## src/rtl/image_loader.sv

```systemverilog
// Boot/image loader: consumes a header+data word stream and writes it into the
// instruction ROM, data SRAM or register file, then releases the core on RUN.
module image_loader #(
  parameter  int ROM_W     = 16,
  parameter  int ROM_DEPTH = 256,
  parameter  int RAM_W     = 8,
  parameter  int RAM_DEPTH = 256,
  parameter  int REG_W     = 8,
  parameter  int NREGS     = 8,
  localparam int ROM_AW    = (ROM_DEPTH > 1) ? $clog2(ROM_DEPTH) : 1,
  localparam int RAM_AW    = (RAM_DEPTH > 1) ? $clog2(RAM_DEPTH) : 1,
  localparam int REG_AW    = (NREGS > 1) ? $clog2(NREGS) : 1
) (
  input  logic              clk,
  input  logic              rst,
  input  logic              in_valid,
  output logic              in_ready,
  input  logic [31:0]       in_data,
  output logic              rom_we,
  output logic [ROM_AW-1:0] rom_addr,
  output logic [ROM_W-1:0]  rom_wdata,
  output logic              ram_we,
  output logic [RAM_AW-1:0] ram_addr,
  output logic [RAM_W-1:0]  ram_wdata,
  output logic              reg_we,
  output logic [REG_AW-1:0] reg_addr,
  output logic [REG_W-1:0]  reg_wdata,
  output logic              core_rstn,
  output logic              busy,
  output logic              err
);

  typedef enum logic [1:0] {S_HDR, S_DATA, S_RUN} state_t;

  localparam logic [1:0]  TGT_ROM = 2'd0;
  localparam logic [1:0]  TGT_RAM = 2'd1;
  localparam logic [1:0]  TGT_REG = 2'd2;
  localparam logic [1:0]  TGT_RUN = 2'd3;
  localparam logic [16:0] ROM_LIM = 17'(ROM_DEPTH);
  localparam logic [16:0] RAM_LIM = 17'(RAM_DEPTH);
  localparam logic [16:0] REG_LIM = 17'(NREGS);

  state_t              state_q, state_d;
  logic [1:0]          tgt_q, tgt_d;
  logic [16:0]         ptr_q, ptr_d;
  logic [13:0]         rem_q, rem_d;
  logic                err_q, err_d;

  logic                rom_we_q, rom_we_d;
  logic [ROM_AW-1:0]   rom_addr_q, rom_addr_d;
  logic [ROM_W-1:0]    rom_wdata_q, rom_wdata_d;
  logic                ram_we_q, ram_we_d;
  logic [RAM_AW-1:0]   ram_addr_q, ram_addr_d;
  logic [RAM_W-1:0]    ram_wdata_q, ram_wdata_d;
  logic                reg_we_q, reg_we_d;
  logic [REG_AW-1:0]   reg_addr_q, reg_addr_d;
  logic [REG_W-1:0]    reg_wdata_q, reg_wdata_d;

  logic                accept;

  assign in_ready  = ~rst & (state_q != S_RUN);
  assign accept    = in_valid & in_ready;
  assign busy      = (state_q == S_DATA);
  assign core_rstn = (state_q == S_RUN);
  assign err       = err_q;

  assign rom_we    = rom_we_q;
  assign rom_addr  = rom_addr_q;
  assign rom_wdata = rom_wdata_q;
  assign ram_we    = ram_we_q;
  assign ram_addr  = ram_addr_q;
  assign ram_wdata = ram_wdata_q;
  assign reg_we    = reg_we_q;
  assign reg_addr  = reg_addr_q;
  assign reg_wdata = reg_wdata_q;

  always_comb begin
    state_d     = state_q;
    tgt_d       = tgt_q;
    ptr_d       = ptr_q;
    rem_d       = rem_q;
    err_d       = err_q;
    rom_we_d    = 1'b0;
    rom_addr_d  = rom_addr_q;
    rom_wdata_d = rom_wdata_q;
    ram_we_d    = 1'b0;
    ram_addr_d  = ram_addr_q;
    ram_wdata_d = ram_wdata_q;
    reg_we_d    = 1'b0;
    reg_addr_d  = reg_addr_q;
    reg_wdata_d = reg_wdata_q;

    case (state_q)
      S_HDR: begin
        if (accept) begin
          if (in_data[31:30] == TGT_RUN) begin
            state_d = S_RUN;
          end else if (in_data[29:16] != 14'd0) begin
            tgt_d   = in_data[31:30];
            ptr_d   = {1'b0, in_data[15:0]};
            rem_d   = in_data[29:16];
            state_d = S_DATA;
          end
        end
      end
      S_DATA: begin
        if (accept) begin
          // Out-of-range beats are consumed but only raise the sticky error.
          case (tgt_q)
            TGT_ROM: begin
              if (ptr_q < ROM_LIM) begin
                rom_we_d    = 1'b1;
                rom_addr_d  = ptr_q[ROM_AW-1:0];
                rom_wdata_d = in_data[ROM_W-1:0];
              end else begin
                err_d = 1'b1;
              end
            end
            TGT_RAM: begin
              if (ptr_q < RAM_LIM) begin
                ram_we_d    = 1'b1;
                ram_addr_d  = ptr_q[RAM_AW-1:0];
                ram_wdata_d = in_data[RAM_W-1:0];
              end else begin
                err_d = 1'b1;
              end
            end
            TGT_REG: begin
              if (ptr_q < REG_LIM) begin
                reg_we_d    = 1'b1;
                reg_addr_d  = ptr_q[REG_AW-1:0];
                reg_wdata_d = in_data[REG_W-1:0];
              end else begin
                err_d = 1'b1;
              end
            end
            default: ;
          endcase
          ptr_d = ptr_q + 17'd1;
          rem_d = rem_q - 14'd1;
          if (rem_q == 14'd1) state_d = S_HDR;
        end
      end
      S_RUN:   ;
      default: state_d = S_HDR;
    endcase
  end

  always_ff @(posedge clk) begin
    tgt_q <= tgt_d;
    ptr_q <= ptr_d;
    rem_q <= rem_d;
    if (rst) begin
      state_q     <= S_HDR;
      err_q       <= 1'b0;
      rom_we_q    <= 1'b0;
      rom_addr_q  <= '0;
      rom_wdata_q <= '0;
      ram_we_q    <= 1'b0;
      ram_addr_q  <= '0;
      ram_wdata_q <= '0;
      reg_we_q    <= 1'b0;
      reg_addr_q  <= '0;
      reg_wdata_q <= '0;
    end else begin
      state_q     <= state_d;
      err_q       <= err_d;
      rom_we_q    <= rom_we_d;
      rom_addr_q  <= rom_addr_d;
      rom_wdata_q <= rom_wdata_d;
      ram_we_q    <= ram_we_d;
      ram_addr_q  <= ram_addr_d;
      ram_wdata_q <= ram_wdata_d;
      reg_we_q    <= reg_we_d;
      reg_addr_q  <= reg_addr_d;
      reg_wdata_q <= reg_wdata_d;
    end
  end

endmodule

```

## config.mk

```make
export PLATFORM = sky130hd
export DESIGN_NAME = image_loader
export DESIGN_NICKNAME = d
export VERILOG_FILES = /design/src/rtl/image_loader.sv
export SDC_FILE = /design/constraint.sdc
export NUM_CORES = 1
export LEC_CHECK = 0
export ABC_AREA = 1
export CAP_MARGIN = 20
export CORE_UTILIZATION = 33
export DETAILED_ROUTE_END_ITERATION = 10
export GPL_ROUTABILITY_DRIVEN = 0
export SYNTH_ARGS = -nofsm -noshare
export SYNTH_HDL_FRONTEND = slang
export SYNTH_SLANG_ARGS = --single-unit
```

## constraint.sdc

```tcl
create_clock -name clk -period 2.4 [get_ports clk]
set_input_delay 0.24 -clock clk [delete_from_list [all_inputs] [get_ports clk]]
set_output_delay 0.24 -clock clk [all_outputs]
set_load 0.05 [all_outputs]
```

Word-level counts from Yosys, hierarchy flattened:

Index checks and enable logic that the tools add are counted.
W data, S select, Z words.

* bits of input ports: 35
* bits in registers: 90
* logic and storage cells: 80

* reduce and logical (&&, ||, !) cells: 16
* order comparisons: 2
* add/subtract/negate cells: 2
* equality and inequality tests: 15
* multiplexer cells: 21
* bitwise logic cells: 10

Operator list (count)
* $mux W17: 4
* $mux W14: 4
* $pmux W17 S2: 1
* $pmux W14 S2: 1
* $add A17 B1 Y17 const B: 1
* $lt A17 B4 Y1 const B: 1
* $lt A17 B9 Y1 const B: 1
* $reduce_and A4 Y1: 4
* $reduce_and A5 Y1: 3
* $eq A14 B1 Y1 const B: 1
* $reduce_bool A14 Y1: 1
* $sub A14 B1 Y14 const B: 1
* $ne A2 B2 Y1 const B: 6
* $reduce_or A4 Y1: 3
* $mux W2: 5
* $not A1 Y1: 8
* $eq A2 B2 Y1 const B: 3
* $pmux W2 S3: 1
* $eq A2 B1 Y1 const B: 2
* $logic_not A2 Y1: 2
* $mux W1: 4
* $ne A2 B1 Y1 const B: 2
* $reduce_bool A2 Y1: 2
* $ne A3 B3 Y1 const B: 1
* other kinds (3): 4

Logic depth before layout (Yosys ltp):

* word-level depth: 5
* mapped depth: 11
* depth with buffers taken out: 11

Worst setup path before layout:

Ideal clock, no wire load.

* path kind: reg-to-reg
* from: reg state_q[0]
* to: reg ptr_q[0], enable pin
* library setup time: 0.386 ns
* buffers on the path: 0
* cell stages (with the launch flop): 7
* arrival: 1.430 ns
* required time: 2.014 ns
* path slack: 0.584 ns
* cells stage by stage: dfxtp_1 > inv_1 > nand2_2 > nand3_4 > nor3_1 > nand2_1 > inv_1

* word-level cells in the longest chain between the ends: 5
* elaborated cells on any way between the ends: 11
* those cells by class: eq/ne (6); bitwise (2); reduce/logical (3)

Ends and longest elaborated chain
* from (decl): RTL line 43 `state_t state_q, state_d;`
* from (signal assigned): RTL line 166 `state_q <= state_d;`
* $ne A2 B2 Y1: RTL line 61 `assign in_ready = ~rst & (state_q != S_RUN);`
* $and A1 B1 Y1: RTL line 61
* $and A1 B1 Y1: RTL line 62 `assign accept = in_valid & in_ready;`
* $ne A2 B2 Y1 (no source line) or $ne A2 B1 Y1 (tied branches)
* $reduce_and A5 Y1 (no source line) *
* to (signal assigned): RTL line 151 `ptr_q <= ptr_d;`
* to (decl): RTL line 45 `logic [16:0] ptr_q, ptr_d;`

Every way passes the cells marked *; elsewhere a longest branch is shown, timed or not.
A chain may end at the register's enable or synchronous reset.

Worst setup path in the final report:

* from: reg state_q[1]
* to: out busy

* word-level cells in the longest chain between the ends: 1

Ends and longest elaborated chain
* $eq A2 B1 Y1: RTL line 63 `assign busy = (state_q == S_DATA);`
* to (decl): RTL line 29 `output logic busy,`

Every way passes these cells.

==> impl.org <==
** Status
- Run status :: finished clean

** Synth
- Counting every instance in the synthesized netlist gives 558.
- Count of different cell masters after synthesis :: 28
- Net count after synthesis :: 596
- Primary flip-flop cell chosen by synthesis mapping :: sky130_fd_sc_hd__dfxtp_1
- Counting flops with a built-in enable in the synthesized netlist gives 33.
- Of all cell types, the one taking the most synthesized area is sky130_fd_sc_hd__dfxtp_1.
- In this run, synthesis produced a sequential element count of 90.
- Count of yosys warnings during synthesis :: 0
- Cell types occupying the most area after synthesis :: sky130_fd_sc_hd__dfxtp_1 26%, sky130_fd_sc_hd__edfxtp_1 23%, sky130_fd_sc_hd__nor2_1 9.7%
- Proportion of synthesized flip-flops having asynchronous set or reset :: 0%
- Synthesized cell area :: 4370 um2
- Syn Area/Cell :: 7.82 um2
- Sequential fraction of the synthesis area :: 48.8%
- Of the post-synthesis cell area, the dominant cell type holds 26.1%.
- Post-synth top cells :: 113 x sky130_fd_sc_hd__nor2_1, 111 x sky130_fd_sc_hd__nand2_1, 57 x sky130_fd_sc_hd__dfxtp_1
- sky130_fd_sc_hd__nor2_1 is the most common cell in the netlist.

** Critical path
- Element type at the critical path end :: primary output
- STA classifies the critical path startpoint as a flop.
- Number of cell instances on the worst register-to-register path :: 8
- Crit Path Category :: flop to primary output
- STA puts the critical path data arrival time at 1.79 ns.
- Across all register-to-register paths, the minimum setup slack is 0.39 ns.
- In this run the critical register-to-register path is captured at ram_wdata[1].
- Data on the critical path is required at its endpoint by 2.16 ns.
- End point of the critical path :: busy
- The critical path starts at state_q[1].
- In this run the critical register-to-register path is launched from ptr_q[14].
- Along the worst path, the maximum fanout reaches 24.

** Final layout
- From synthesis to final layout, the design area changed by 33.0%.
- The filler cells instantiated in the layout total 1240.
- At the end of the flow the core is filled with cells to 45.5%.
- Non-filler instance count after layout :: 825
- Number of diodes added for antenna fixing :: 0
- Summing all multi-input logic gate instances after layout gives 1930 um2.
- Sequential cell area :: 2130 um2
- The net count of the finished layout is 686.
- Fraction of final layout cells with drive strength greater than 1 :: 5.82%

** Place
- PortBufs :: 92
- Prior to clock tree synthesis, the placed netlist has a worst setup slack of 0.429 ns.
- Summed over all nets, the half-perimeter wirelength after detailed placement is 8310 um.
- In this run, placement finished with an instance count of 809.

** CTS
- Once the clock tree was built, the setup fixing pass inserted 0 buffers.
- Count of H-tree levels built during CTS :: 3
- TritonCTS Buffers :: 9
- Counting along the longest clock path gives a buffer depth of 2.
- The tree is rooted in a sky130_fd_sc_hd__clkbuf_16.
- CTS Hold Bufs :: 0
- Post-CTS repair changed the size of 0 cells.
- Clock tree from TritonCTS :: built
- For the worst-skew pair, the clock arrives at the later sink with an insertion delay of 0.34 ns.
- CTS sink count :: 90
- CTS clk-pin slew, worst paths :: 0.07 ns

** STA
- Final hold violation count :: 0
- Maximum frequency from static timing analysis :: 0.494 GHz
- For the finished layout, the period the worst path requires is 2.03 ns.
- Slew at the pin closest to its max-slew limit :: 0.876 ns
- Setup violations remaining at the end of the flow were counted as 0.
- Measured against its own limit, the worst slew margin works out to 41.6%.
- Setup repair after global routing missed its margin :: false
- Final number of max-transition violations :: 0
- Sum of negative setup slack :: 0 ns
- Final period utilization :: 84.4%
- On the final layout, the worst clock skew is 0.00750 ns.
- Least setup slack across all paths after layout :: 0.374 ns

** GRT
- Largest net degree at the start of global routing :: 44
- Total overflow reported by the global router :: 0
- The initial antenna violation count is 0.
- Number of global-route vias before repair :: 3765
- Global routing used 18.1% of the available tracks across all layers.
- The first global-routing pass estimated 18900 um of wire.

** Die
- Measured along the y axis, the die boundary spans 117 um.
- Die X :: 117 um
- The core region is 12800 um2.
- 93 I/O pins were placed.
- Number of placement rows :: 41
- The die covers 13700 um2.
- Initial Util :: 34.2%

** Power and ir drop
- Power comes to 3.46 mW.
- IR analysis of the VDD net gives a maximum drop of 0.000310 V.
- In this run the power density over the cells is 596 nW/um2.
- Static Leakage :: 2.56 nW

** Drt
- For this run, the detailed router's first-pass iteration total came to 4.
- The first routing iteration left 228 violations.
- The detail route stage leaves a number of antenna-violating nets equal to 0.
- Summing over every cut layer, the via total after detailed routing is 3910.
- Dividing the detail-routed via count by the number of cells gives 4.74.
- Routed wire length per instance :: 14.3 um
- DRC violation count after routing :: 0
- Sum of routed wire length over all layers :: 11800 um

** Job
- The tool flagged a number of max-cap violations equal to 0.

** Worst hold path
- The worst hold path belongs to the class flop to flop.
-- registers in the layout, summed over array words and instances, names as in the netlist --
register and cells:
err 1, rom_wdata 16, ram_we 1, reg_addr 3, ptr_q 17, reg_wdata 8, tgt_q 2, rom_we 1
rom_addr 8, rem_q 14, state_q 2, ram_wdata 8, ram_addr 8, reg_we 1
-- power by group --
group	internal [mW]	total, mW	switching [mW]
Clock	0.778	1.40	0.624
Sequential	1.64	1.68	0.0416
Combinational	0.154	0.374	0.219
Total	2.57	3.46	0.885
-- metal layers --
metal	track usage, %	wire, um	share of wire (%)	up-vias
met3	3.30	659	5.6	12
met4	4.81	150	1.3	0
met1	24.8	5510	47	1802
li1	-	-	-	1990
met2	29.4	5460	46	106
met5	0	0	0	-
-- through the flow --
step / area, um2 / hold slack (ns)
3_3_place_gp: 5510 / 0.448
2_1_floorplan: 4370 / 0.339
4_1_cts: 5810 / 0.474
6_report: 5810 / 0.469
3_5_place_dp: 5510 / 0.462
5_1_grt: 5810 / 0.473
-- worst min path at each step --
| stage | start | end | slack [ns] | cells after the start |
|---|---|---|---|---|
| 3_5_place_dp | err | err | 0.46 | 2 |
| 4_1_cts | err | err | 0.47 | 2 |
| 5_1_grt | in_data[31] | tgt_q[1] | 0.47 | 1 |
| 6_report | err | err | 0.47 | 2 |
| 3_3_place_gp | err | err | 0.45 | 2 |
| 2_1_floorplan | in_data[30] | tgt_q[0] | 0.34 | 0 |
-- placed cells by master (no fill, tap or decap) --
master	synthesis	layout
sky130_fd_sc_hd__nand2_4	2	2
sky130_fd_sc_hd__dfxtp_1	57	57
sky130_fd_sc_hd__xor2_1	10	10
sky130_fd_sc_hd__nand3_1	23	23
sky130_fd_sc_hd__buf_4	0	8
sky130_fd_sc_hd__o31ai_1	2	2
sky130_fd_sc_hd__inv_4	0	1
sky130_fd_sc_hd__nor2_4	3	3
sky130_fd_sc_hd__nand4_1	3	3
sky130_fd_sc_hd__nand3_4	1	1
sky130_fd_sc_hd__ha_1	3	3
sky130_fd_sc_hd__clkdlybuf4s50_1	0	90
sky130_fd_sc_hd__nand2_2	1	1
sky130_fd_sc_hd__xnor2_1	3	3
sky130_fd_sc_hd__nor3_1	45	45
sky130_fd_sc_hd__buf_12	0	4
sky130_fd_sc_hd__edfxtp_1	33	33
sky130_fd_sc_hd__a21oi_1	5	5
sky130_fd_sc_hd__clkinv_4	0	2
sky130_fd_sc_hd__or2_1	1	1
sky130_fd_sc_hd__or2_2	3	3
sky130_fd_sc_hd__o21ai_0	20	20
sky130_fd_sc_hd__nand2_1	111	111
sky130_fd_sc_hd__and2_1	2	2
sky130_fd_sc_hd__clkbuf_1	17	1
sky130_fd_sc_hd__o21bai_1	40	40
sky130_fd_sc_hd__inv_2	1	1
sky130_fd_sc_hd__inv_6	0	2
sky130_fd_sc_hd__inv_1	49	49
sky130_fd_sc_hd__clkbuf_16	0	10
sky130_fd_sc_hd__nor2_1	113	113
sky130_fd_sc_hd__a31oi_1	4	4
-- layout make-up --
cell class | count | area share, %
clock buffers | 11 | 4.38
clock inverters | 5 | 0.711
inverters | 50 | 3.23
multi-input cells | 395 | 33.3
flip-flops and latches | 90 | 36.7
well taps | 172 | 3.71
repair buffers | 102 | 17.9
-- worst max-delay path: stages, from the launching register on --
cell                      delay, ns
sky130_fd_sc_hd__dfxtp_1       0.35
sky130_fd_sc_hd__inv_1         0.07
sky130_fd_sc_hd__nand2_1       0.12
sky130_fd_sc_hd__inv_1         0.67
sky130_fd_sc_hd__buf_12        0.22
-- kinds of logic (layout without fill, tap and decap cells) --
kind of cell               count (synthesis)  in the layout  share of synthesized area, %
AOI/OAI and AO/OA                         71             71                          10.7
xor gates and xnor gates                  13             13                          2.61
adders and majority gates                  3              3                         0.860
buffers and inverters                     73            168                          6.85
DFF                                       90             90                          48.8
and+or+nand+nor                          308            308                          30.2
Note: power is estimated with default switching activity, not from simulation.
